==> src/rtl/stack_ctrl.sv <==
// RAM-backed 8-bit calculator stack controller: push/pop/top/add/sub/clear plus a
// display-address cursor whose value is refreshed from the external synchronous RAM.
module stack_ctrl (
    input  logic       clk,
    input  logic       rst_n,
    input  logic       op_req,
    input  logic [2:0] op_code,
    input  logic [7:0] din,
    input  logic [7:0] mem_rdata,
    output logic       mem_we,
    output logic [6:0] mem_addr,
    output logic [7:0] mem_wdata,
    output logic [6:0] sp,
    output logic [6:0] dar,
    output logic [7:0] dvr,
    output logic       busy,
    output logic       empty,
    output logic       full,
    output logic       err
);

    typedef enum logic [2:0] {
        OP_PUSH  = 3'd0,
        OP_POP   = 3'd1,
        OP_ADD   = 3'd2,
        OP_SUB   = 3'd3,
        OP_TOP   = 3'd4,
        OP_CLEAR = 3'd5,
        OP_DEC   = 3'd6,
        OP_INC   = 3'd7
    } op_t;

    typedef enum logic [3:0] {
        IDLE, PUSH, POP_ADJ, RD, CAP, RD_A, CAP_A, RD_B, CAP_B, WR
    } state_t;

    state_t     r_state;
    logic [6:0] r_sp;
    logic [6:0] r_dar;
    logic [7:0] r_dvr;
    logic       r_err;
    logic [7:0] r_a;
    logic [7:0] r_b;
    logic       r_sub;
    logic       r_dar_rd;

    logic [6:0] w_sp_inc;
    logic [7:0] w_result;
    logic       w_empty;
    logic       w_full;
    logic       w_mem_we;
    logic [6:0] w_mem_addr;
    logic [7:0] w_mem_wdata;

    assign w_sp_inc = r_sp + 7'd1;
    assign w_result = r_sub ? (r_b - r_a) : (r_b + r_a);
    assign w_empty  = (r_sp == 7'h7F);
    assign w_full   = (r_sp == 7'h00);

    // Write strobe and address are decoded from state so a reset kills a write instantly.
    always_comb begin
        w_mem_we    = 1'b0;
        w_mem_addr  = r_dar;
        w_mem_wdata = w_result;
        case (r_state)
            PUSH: begin
                w_mem_we    = 1'b1;
                w_mem_addr  = r_sp;
                w_mem_wdata = din;
            end
            RD:          w_mem_addr = r_dar_rd ? r_dar : w_sp_inc;
            RD_A, RD_B:  w_mem_addr = w_sp_inc;
            WR: begin
                w_mem_we    = 1'b1;
                w_mem_addr  = w_sp_inc;
                w_mem_wdata = w_result;
            end
            default: ;
        endcase
    end

    // NOTE: all state below uses non-blocking assignments so every register samples
    // pre-edge values; the RAM itself lives outside this block and is never reset.
    always_ff @(posedge clk or negedge rst_n) begin
        if (!rst_n) begin
            r_state  <= IDLE;
            r_sp     <= 7'h7F;
            r_dar    <= 7'h00;
            r_dvr    <= 8'h00;
            r_err    <= 1'b0;
            r_a      <= 8'h00;
            r_b      <= 8'h00;
            r_sub    <= 1'b0;
            r_dar_rd <= 1'b0;
        end else begin
            r_err <= 1'b0;
            case (r_state)
                IDLE: begin
                    if (op_req) begin
                        case (op_t'(op_code))
                            OP_PUSH: begin
                                if (w_full) r_err   <= 1'b1;
                                else        r_state <= PUSH;
                            end
                            OP_POP: begin
                                r_dar_rd <= 1'b0;
                                if (w_empty) r_err   <= 1'b1;
                                else         r_state <= POP_ADJ;
                            end
                            OP_TOP: begin
                                r_dar_rd <= 1'b0;
                                if (w_empty) r_err   <= 1'b1;
                                else         r_state <= RD;
                            end
                            OP_ADD, OP_SUB: begin
                                r_sub <= (op_t'(op_code) == OP_SUB);
                                if (r_sp > 7'h7D) r_err   <= 1'b1;
                                else              r_state <= RD_A;
                            end
                            OP_CLEAR: begin
                                r_sp  <= 7'h7F;
                                r_dar <= 7'h00;
                                r_dvr <= 8'h00;
                            end
                            OP_DEC: begin
                                r_dar    <= r_dar - 7'd1;
                                r_dar_rd <= 1'b1;
                                r_state  <= RD;
                            end
                            OP_INC: begin
                                r_dar    <= r_dar + 7'd1;
                                r_dar_rd <= 1'b1;
                                r_state  <= RD;
                            end
                            default: ;
                        endcase
                    end
                end
                PUSH: begin
                    r_sp    <= r_sp - 7'd1;
                    r_dar   <= r_sp;
                    r_dvr   <= din;
                    r_state <= IDLE;
                end
                POP_ADJ: begin
                    r_sp    <= w_sp_inc;
                    r_state <= RD;
                end
                RD: begin
                    // Popping the last entry leaves nothing to show, so the display blanks.
                    if (!r_dar_rd && w_empty) begin
                        r_dar   <= 7'h00;
                        r_dvr   <= 8'h00;
                        r_state <= IDLE;
                    end else begin
                        if (!r_dar_rd) r_dar <= w_sp_inc;
                        r_state <= CAP;
                    end
                end
                CAP: begin
                    r_dvr   <= mem_rdata;
                    r_state <= IDLE;
                end
                RD_A:  r_state <= CAP_A;
                CAP_A: begin
                    r_a     <= mem_rdata;
                    r_sp    <= w_sp_inc;
                    r_state <= RD_B;
                end
                RD_B:  r_state <= CAP_B;
                CAP_B: begin
                    r_b     <= mem_rdata;
                    r_state <= WR;
                end
                WR: begin
                    r_dar   <= w_sp_inc;
                    r_dvr   <= w_result;
                    r_state <= IDLE;
                end
                default: r_state <= IDLE;
            endcase
        end
    end

    assign mem_we    = w_mem_we;
    assign mem_addr  = w_mem_addr;
    assign mem_wdata = w_mem_wdata;
    assign sp        = r_sp;
    assign dar       = r_dar;
    assign dvr       = r_dvr;
    assign busy      = (r_state != IDLE);
    assign empty     = w_empty;
    assign full      = w_full;
    assign err       = r_err;

endmodule

==> config.mk <==
export PLATFORM = sky130hd
export DESIGN_NAME = stack_ctrl
export DESIGN_NICKNAME = d
export VERILOG_FILES = /design/src/rtl/stack_ctrl.sv
export SDC_FILE = /design/constraint.sdc
export NUM_CORES = 1
export LEC_CHECK = 0
export BUFFER_PORTS_ARGS = -buffer_cell sky130_fd_sc_hd__buf_2
export CAP_MARGIN = 20
export CORE_ASPECT_RATIO = 0.75
export CORE_MARGIN = 2
export CORE_UTILIZATION = 40
export DETAILED_ROUTE_END_ITERATION = 10
export GPL_ROUTABILITY_DRIVEN = 0
export GPL_TIMING_DRIVEN = 0
export PLACE_DENSITY = 0.67
export SKIP_CTS_REPAIR_TIMING = 1
export SYNTH_ARGS = -nofsm -noshare
export SYNTH_HDL_FRONTEND = slang
export SYNTH_SLANG_ARGS = --single-unit
==> constraint.sdc <==
create_clock -name clk -period 3.1 [get_ports clk]
set_input_delay 0.155 -clock clk [delete_from_list [all_inputs] [get_ports clk]]
set_output_delay 0.155 -clock clk [all_outputs]
set_load 0.02 [all_outputs]
==> impl_metrics.ini, run 1 <==
[drt]
drc_errors = 0
drt_pass1_iterations = 5
initialDrtViolationCount = 332
vias = 3556
wl_per_cell_um = 17.61
drt-vias-per-instance = 5.792
route.antenna.remaining_nets = 0
drt-total-wl_mm = 10.81

[worst_setup_path]
setup.worst_path.start_class = register
cp-end-kind = output pin
crit_type = register to output pin
slowest_delay_ns = 0.39
required_ns = 2.94
critPathMaxFanout = 3
crit_chain = inv_1 > ha_1 > mux2_2 > inv_1 > ha_1 > nor2b_1 > o21ai_1 > a21oi_1 > a31oi_1 > xnor2_1 > o21ai_1 > buf_2
timing.critical_path.slowest_stage_cell = sky130_fd_sc_hd__dfrtp_1
critical_path.top_delay_family = compound AO/OA/AOI/OAI gates
total_buffers_and_inverters_traversed_by_the_critical_path = 3
critPathArrivalTime_ns = 2.74

[clock_network]
tritoncts = done
clk_root_buffer_cell = sky130_fd_sc_hd__clkbuf_16
clockBufferDepth = 2
cts_inserted_buffers = 5
cts.reportedPaths.clkPinSlew_ns = 0.06
htree_num_levels = 2
clkLatencyLatePin_ns = 0.29
cts.sinks = 45

[synthesis]
netlist-cell-type-count = 70
ys.flop_type = sky130_fd_sc_hd__dfrtp_1
synth.yosys.seq_area_share = 0.3106
synth_area_leaders = sky130_fd_sc_hd__dfrtp_1 26%, sky130_fd_sc_hd__ha_1 5.5%, sky130_fd_sc_hd__dfstp_2 5.0%
asyncSetResetFlopFracSynth = 1.000
synthesis.instances = 430
synth_area_per_cell_um2 = 8.497
netlist_area_before_placement_mm2 = 0.003654
synth.top_cell.area_share = 0.2603
syn-num-nets = 470
synth_enable_flop_cells = 0
biggest_area_consumer_among_synthesized_cells = sky130_fd_sc_hd__dfrtp_1
yosysWarningCount = 0
ys_ff_latch = 45

[global_routing]
grt_pass1_wl_mm = 17.26
grt_pass1_vias = 3271
grt_util_all_layers = 0.2211
gr-total-overflow = 0
grt_start_max_net_pins = 46
initial_antenna_violation_count = 0

[worst_hold_path]
path_type_of_the_worst_min_delay_path = input port to register

[timing]
final.min_clock_period_ns = 2.894
rsz0062_at_grt = false
max_transition_viols_final = 0
worst_max_slew_pin_slew_ns = 1.059
fmax_mhz = 345.5
accumulated_negative_setup_slack_ns = 0
worst_clock_skew_ns = 0.007752
setup_viol = 0
max-slew-margin-rel = 0.2884
final_clock_period_utilization_by_the_worst_path = 0.9336
report.final.hold_viol_count = 0

[final_layout]
nNetsFinal = 541
drive_gt1_frac = 0.2530
layout_common_cells = 74 x sky130_fd_sc_hd__buf_2, 38 x sky130_fd_sc_hd__dfrtp_1, 36 x sky130_fd_sc_hd__nand2_1
antenna_cells_inserted = 0
area_delta_synth_final_pct = 18.15
mostFrequentLayoutCell = sky130_fd_sc_hd__buf_2

[placed_design]
port_buffers = 63
hpwlAfterDp_mm = 8.321

[die]
die_width_um = 114.4
die_height_um = 86.77
start_util = 0.4073
num_rows = 30
core_area_mm2 = 0.008971
dieArea_mm2 = 0.009922
ios = 64

[flow_run]
maxCapViolCount = 0

[outcome]
outcome = finished, final reports clean
-- registers in the layout, summed over array words and instances (netlist names) --
signal / flops
dar: 7
dvr: 8
err: 1
r_a: 8
r_b: 8
r_dar_rd: 1
r_state: 4
r_sub: 1
sp: 7
-- stage by stage --
step	setup WS (ns)	instance area, um2	hold WS, ns	cells	utilization
2_1_floorplan	0.5648	3654	-0.1406	430	-
3_3_place_gp	0.4340	4109	0.3894	605	0.4580
3_5_place_dp	0.4173	4109	0.4087	605	0.4580
4_1_cts	0.09528	4285	0.08843	613	0.4777
5_1_grt	0.008851	4317	0.1459	614	0.4812
6_report	0.2057	4317	0.1118	614	0.4812
-- logic make-up (layout without fill, tap and decap cells) --
| kind of cell | after synthesis | count (layout) | share of synthesized area |
|---|---|---|---|
| compound gates | 144 | 144 | 0.2668 |
| xor+xnor | 23 | 23 | 0.05514 |
| fa+ha+maj | 18 | 18 | 0.06575 |
| buf+inv | 57 | 129 | 0.07055 |
| flops | 45 | 45 | 0.3106 |
| mux | 12 | 12 | 0.03664 |
| simple gates | 131 | 131 | 0.1945 |
-- worst reg2reg max path, stage by stage (launching register included) --
cell                       delay, ns
sky130_fd_sc_hd__dfstp_2        0.60
sky130_fd_sc_hd__clkbuf_1       0.41
sky130_fd_sc_hd__inv_1          0.12
sky130_fd_sc_hd__ha_1           0.25
sky130_fd_sc_hd__or3b_4         0.27
sky130_fd_sc_hd__nor3_2         0.07
sky130_fd_sc_hd__a22oi_1        0.15
sky130_fd_sc_hd__o31ai_1        0.12
sky130_fd_sc_hd__o31a_2         0.38
sky130_fd_sc_hd__a211oi_2       0.15
-- worst paths after layout --
| kind | depth (start not counted) | from | end | slack [ns] |
|---|---|---|---|---|
| worst max register to register | 9 | sp[0] | r_state[1] | 0.51 |
| worst min register to register | 1 | r_b[4] | r_b[4] | 0.52 |
| worst max-delay path | 12 | r_a[0] | mem_wdata[7] | 0.21 |
| min in group asynchronous | 2 | rst_n | dar[5] | 0.24 |
| max in group asynchronous | 3 | rst_n | sp[1] | 2.31 |
| worst min-delay path | 3 | mem_rdata[0] | r_a[0] | 0.11 |
-- routing by layer --
layer  global-route usage  wire, um  vias up
met5                    0         0        -
met2               0.3144      4597      152
met1               0.3339      5271     1687
li1                     -         -     1706
met3              0.05035       835       11
met4              0.06208       110        0
-- final cells by class --
type                            instances  area, um2
Sequential cell                        45       1135
Multi-Input combinational cell        328       2266
Inverter                               29      108.9
Tap cell                              112      140.1
Clock buffer                            6      138.9
Timing Repair Buffer                   65      345.3
Buffer                                 27      145.1
Fill cell                             873       4654
Clock inverter                          2      37.54
-- cell usage after synthesis (all sizes together), types with 12 or more instances --
master,instances
a21oi,20
a22oi,13
a31oi,12
buf,17
dfrtp,38
ha,16
inv,29
nand2,38
nor2,29
o21ai,38
xnor2,17
Power of run 1 is left out: the tool's default activity adds up to more than one toggle a clock period on the data nets, which glitch-free logic cannot reach.
==> run 2: changes to the inputs <==
--- a/config.mk
+++ b/config.mk
@@ -5,15 +5,15 @@
 export SDC_FILE = /design/constraint.sdc
 export NUM_CORES = 1
 export LEC_CHECK = 0
-export BUFFER_PORTS_ARGS = -buffer_cell sky130_fd_sc_hd__buf_2
 export CAP_MARGIN = 20
 export CORE_ASPECT_RATIO = 0.75
 export CORE_MARGIN = 2
 export CORE_UTILIZATION = 40
 export DETAILED_ROUTE_END_ITERATION = 10
+export DONT_BUFFER_PORTS = 1
 export GPL_ROUTABILITY_DRIVEN = 0
 export GPL_TIMING_DRIVEN = 0
-export PLACE_DENSITY = 0.67
+export PLACE_DENSITY = 0.61
 export SKIP_CTS_REPAIR_TIMING = 1
 export SYNTH_ARGS = -nofsm -noshare
 export SYNTH_HDL_FRONTEND = slang
==> constraint.sdc (replaced) <==
create_clock -name clk -period 3.1 [get_ports clk]
set_input_delay 0.155 -clock clk [delete_from_list [all_inputs] [get_ports clk]]
set_output_delay 0.155 -clock clk [all_outputs]
set_load 0.1 [all_outputs]
==> run 2 against run 1 <==
Effect of this change:
- the flow now finishes with violations (hold timing, setup timing)
- highest routed layer unchanged
- sequential cell count unchanged
- via count down 1.8%
- fmax down 9.4%
- clock skew about the same
- worst hold slack worse by 0.13 ns
==> impl_metrics.ini, run 2 (synthesis results as in run 1) <==
[drt]
vias = 3491
initialDrtViolationCount = 343
route.antenna.remaining_nets = 0
wl_per_cell_um = 19.86
drt-total-wl_mm = 11.22
drt-vias-per-instance = 6.179
drt_pass1_iterations = 5
drc_errors = 0

[outcome]
failed_checks = hold timing, setup timing
outcome = finished, violations left

[die]
core_area_mm2 = 0.008971
start_util = 0.4073
dieArea_mm2 = 0.009922
num_rows = 30
die_width_um = 114.4
ios = 64
die_height_um = 86.77

[clock_network]
cts.reportedPaths.clkPinSlew_ns = 0.07
htree_num_levels = 2
cts_inserted_buffers = 5
clk_root_buffer_cell = sky130_fd_sc_hd__clkbuf_16
clockBufferDepth = 2
clkLatencyLatePin_ns = 0.29
cts.sinks = 45
tritoncts = done

[timing]
rsz0062_at_grt = true
setup_viol = 2
report.final.hold_viol_count = 3
final.min_clock_period_ns = 3.193
max_transition_viols_final = 0
postLayoutSetupSlackWorst_ns = -0.09299
worst_clock_skew_ns = 0.007769
fmax_mhz = 313.2
worst_max_slew_pin_slew_ns = 1.124
whs_ns = -0.01564
accumulated_negative_setup_slack_ns = -0.1193
max-slew-margin-rel = 0.2451
final_clock_period_utilization_by_the_worst_path = 1.030

[final_layout]
drive_gt1_frac = 0.2494
nNetsFinal = 492
antenna_cells_inserted = 0
final_cell_count_no_fill = 565
layout_common_cells = 36 x sky130_fd_sc_hd__nand2_1, 35 x sky130_fd_sc_hd__dfrtp_1, 28 x sky130_fd_sc_hd__nor2_1
regArea_mm2 = 0.001150
multi_input_comb_area_mm2 = 0.002524
mostFrequentLayoutCell = sky130_fd_sc_hd__nand2_1
fillCellCount = 838
area_delta_synth_final_pct = 20.99
design_area_mm2 = 0.004420

[global_routing]
grt_pass1_vias = 3068
initial_antenna_violation_count = 0
grt_start_max_net_pins = 46
gr-total-overflow = 0
grt_pass1_wl_mm = 16.88
grt_util_all_layers = 0.2169

[worst_hold_path]
hold_path_end = r_a[2]
path_type_of_the_worst_min_delay_path = input port to register
hp-start = mem_rdata[2]
min_path_cells = 2

[worst_setup_path]
reg2reg_to = r_state[0]
cp-end-kind = output pin
timing.critical_path.slowest_stage_cell = sky130_fd_sc_hd__o21ai_4
slowest_delay_ns = 0.60
timing.reg2reg.worst_path_depth = 8
crit_chain = buf_6 > nor3_4 > a21oi_2 > xnor2_1 > ha_2 > a21o_1 > a21o_1 > a31oi_4 > xnor2_2 > o21ai_4
critPathArrivalTime_ns = 3.04
critPathMaxFanout = 4
timing.rr.start = sp[5]
required_ns = 2.94
setup.worst_path.start_class = register
crit_type = register to output pin
critPathMostFrequentCell = sky130_fd_sc_hd__a21o_1
worst-r2r-setup-slack_ns = 0.09

[placed_design]
hpwlAfterDp_mm = 8.027
postPlaceCellArea_mm2 = 0.003939
placedCellCount = 546
port_buffers = 0

[flow_run]
maxCapViolCount = 0
## run 2: cell count changes in the layout (fill, tap and decap cells not counted), moves of 4 or more
cell                      delta
sky130_fd_sc_hd__o21ai_2     +4
sky130_fd_sc_hd__a31oi_2     +4
sky130_fd_sc_hd__o21ai_4     +5
sky130_fd_sc_hd__o21ai_0     -8
sky130_fd_sc_hd__buf_2      -63
sky130_fd_sc_hd__buf_4       +5
sky130_fd_sc_hd__a31oi_1     -6
## run 2: layer usage
layer / part of all wire / up-vias / track usage
met5: 0 / - / 0
met4: 0.0058 / 0 / 0.03104
met3: 0.095 / 10 / 0.04685
met2: 0.44 / 163 / 0.3090
met1: 0.46 / 1707 / 0.3400
li1: - / 1611 / -
## run 2: final cells by class
type | instances | area share
Multi-Input combinational cell | 328 | 0.5709
Inverter | 29 | 0.02547
Buffer | 27 | 0.03312
Tap cell | 112 | 0.03170
Clock inverter | 3 | 0.004812
Sequential cell | 45 | 0.2601
Clock buffer | 5 | 0.02830
Timing Repair Buffer | 16 | 0.04557
## run 2: metrics by stage
step | setup slack [ns] | utilization
2_1_floorplan | -0.1512 | -
3_3_place_gp | -0.3140 | 0.4285
6_report | -0.09299 | 0.4927
3_5_place_dp | -0.1632 | 0.4391
5_1_grt | -0.1746 | 0.4927
4_1_cts | -0.4827 | 0.4554
## run 2: worst max path at each step
stage,to,from,cells after the start,slack [ns]
after floorplan,full,sp[0],5,-0.15
after global placement,full,sp[0],5,-0.31
after detailed placement,mem_addr[1],sp[0],7,-0.16
after CTS,mem_addr[1],sp[0],7,-0.48
after global routing,mem_wdata[7],r_a[1],10,-0.17
final,mem_wdata[7],r_a[1],10,-0.09
## run 2: worst max-delay path, delay by kind of cell, from the launching register on
kind	cells	cell delay [ns]
AOI/OAI and AO/OA	5	1.29
adders and majority gates	1	0.34
xor gates and xnor gates	2	0.32
and+or+nand+nor	1	0.26
DFF	1	0.41
buffers and inverters	1	0.13
Power of run 2 is left out for the same reason.
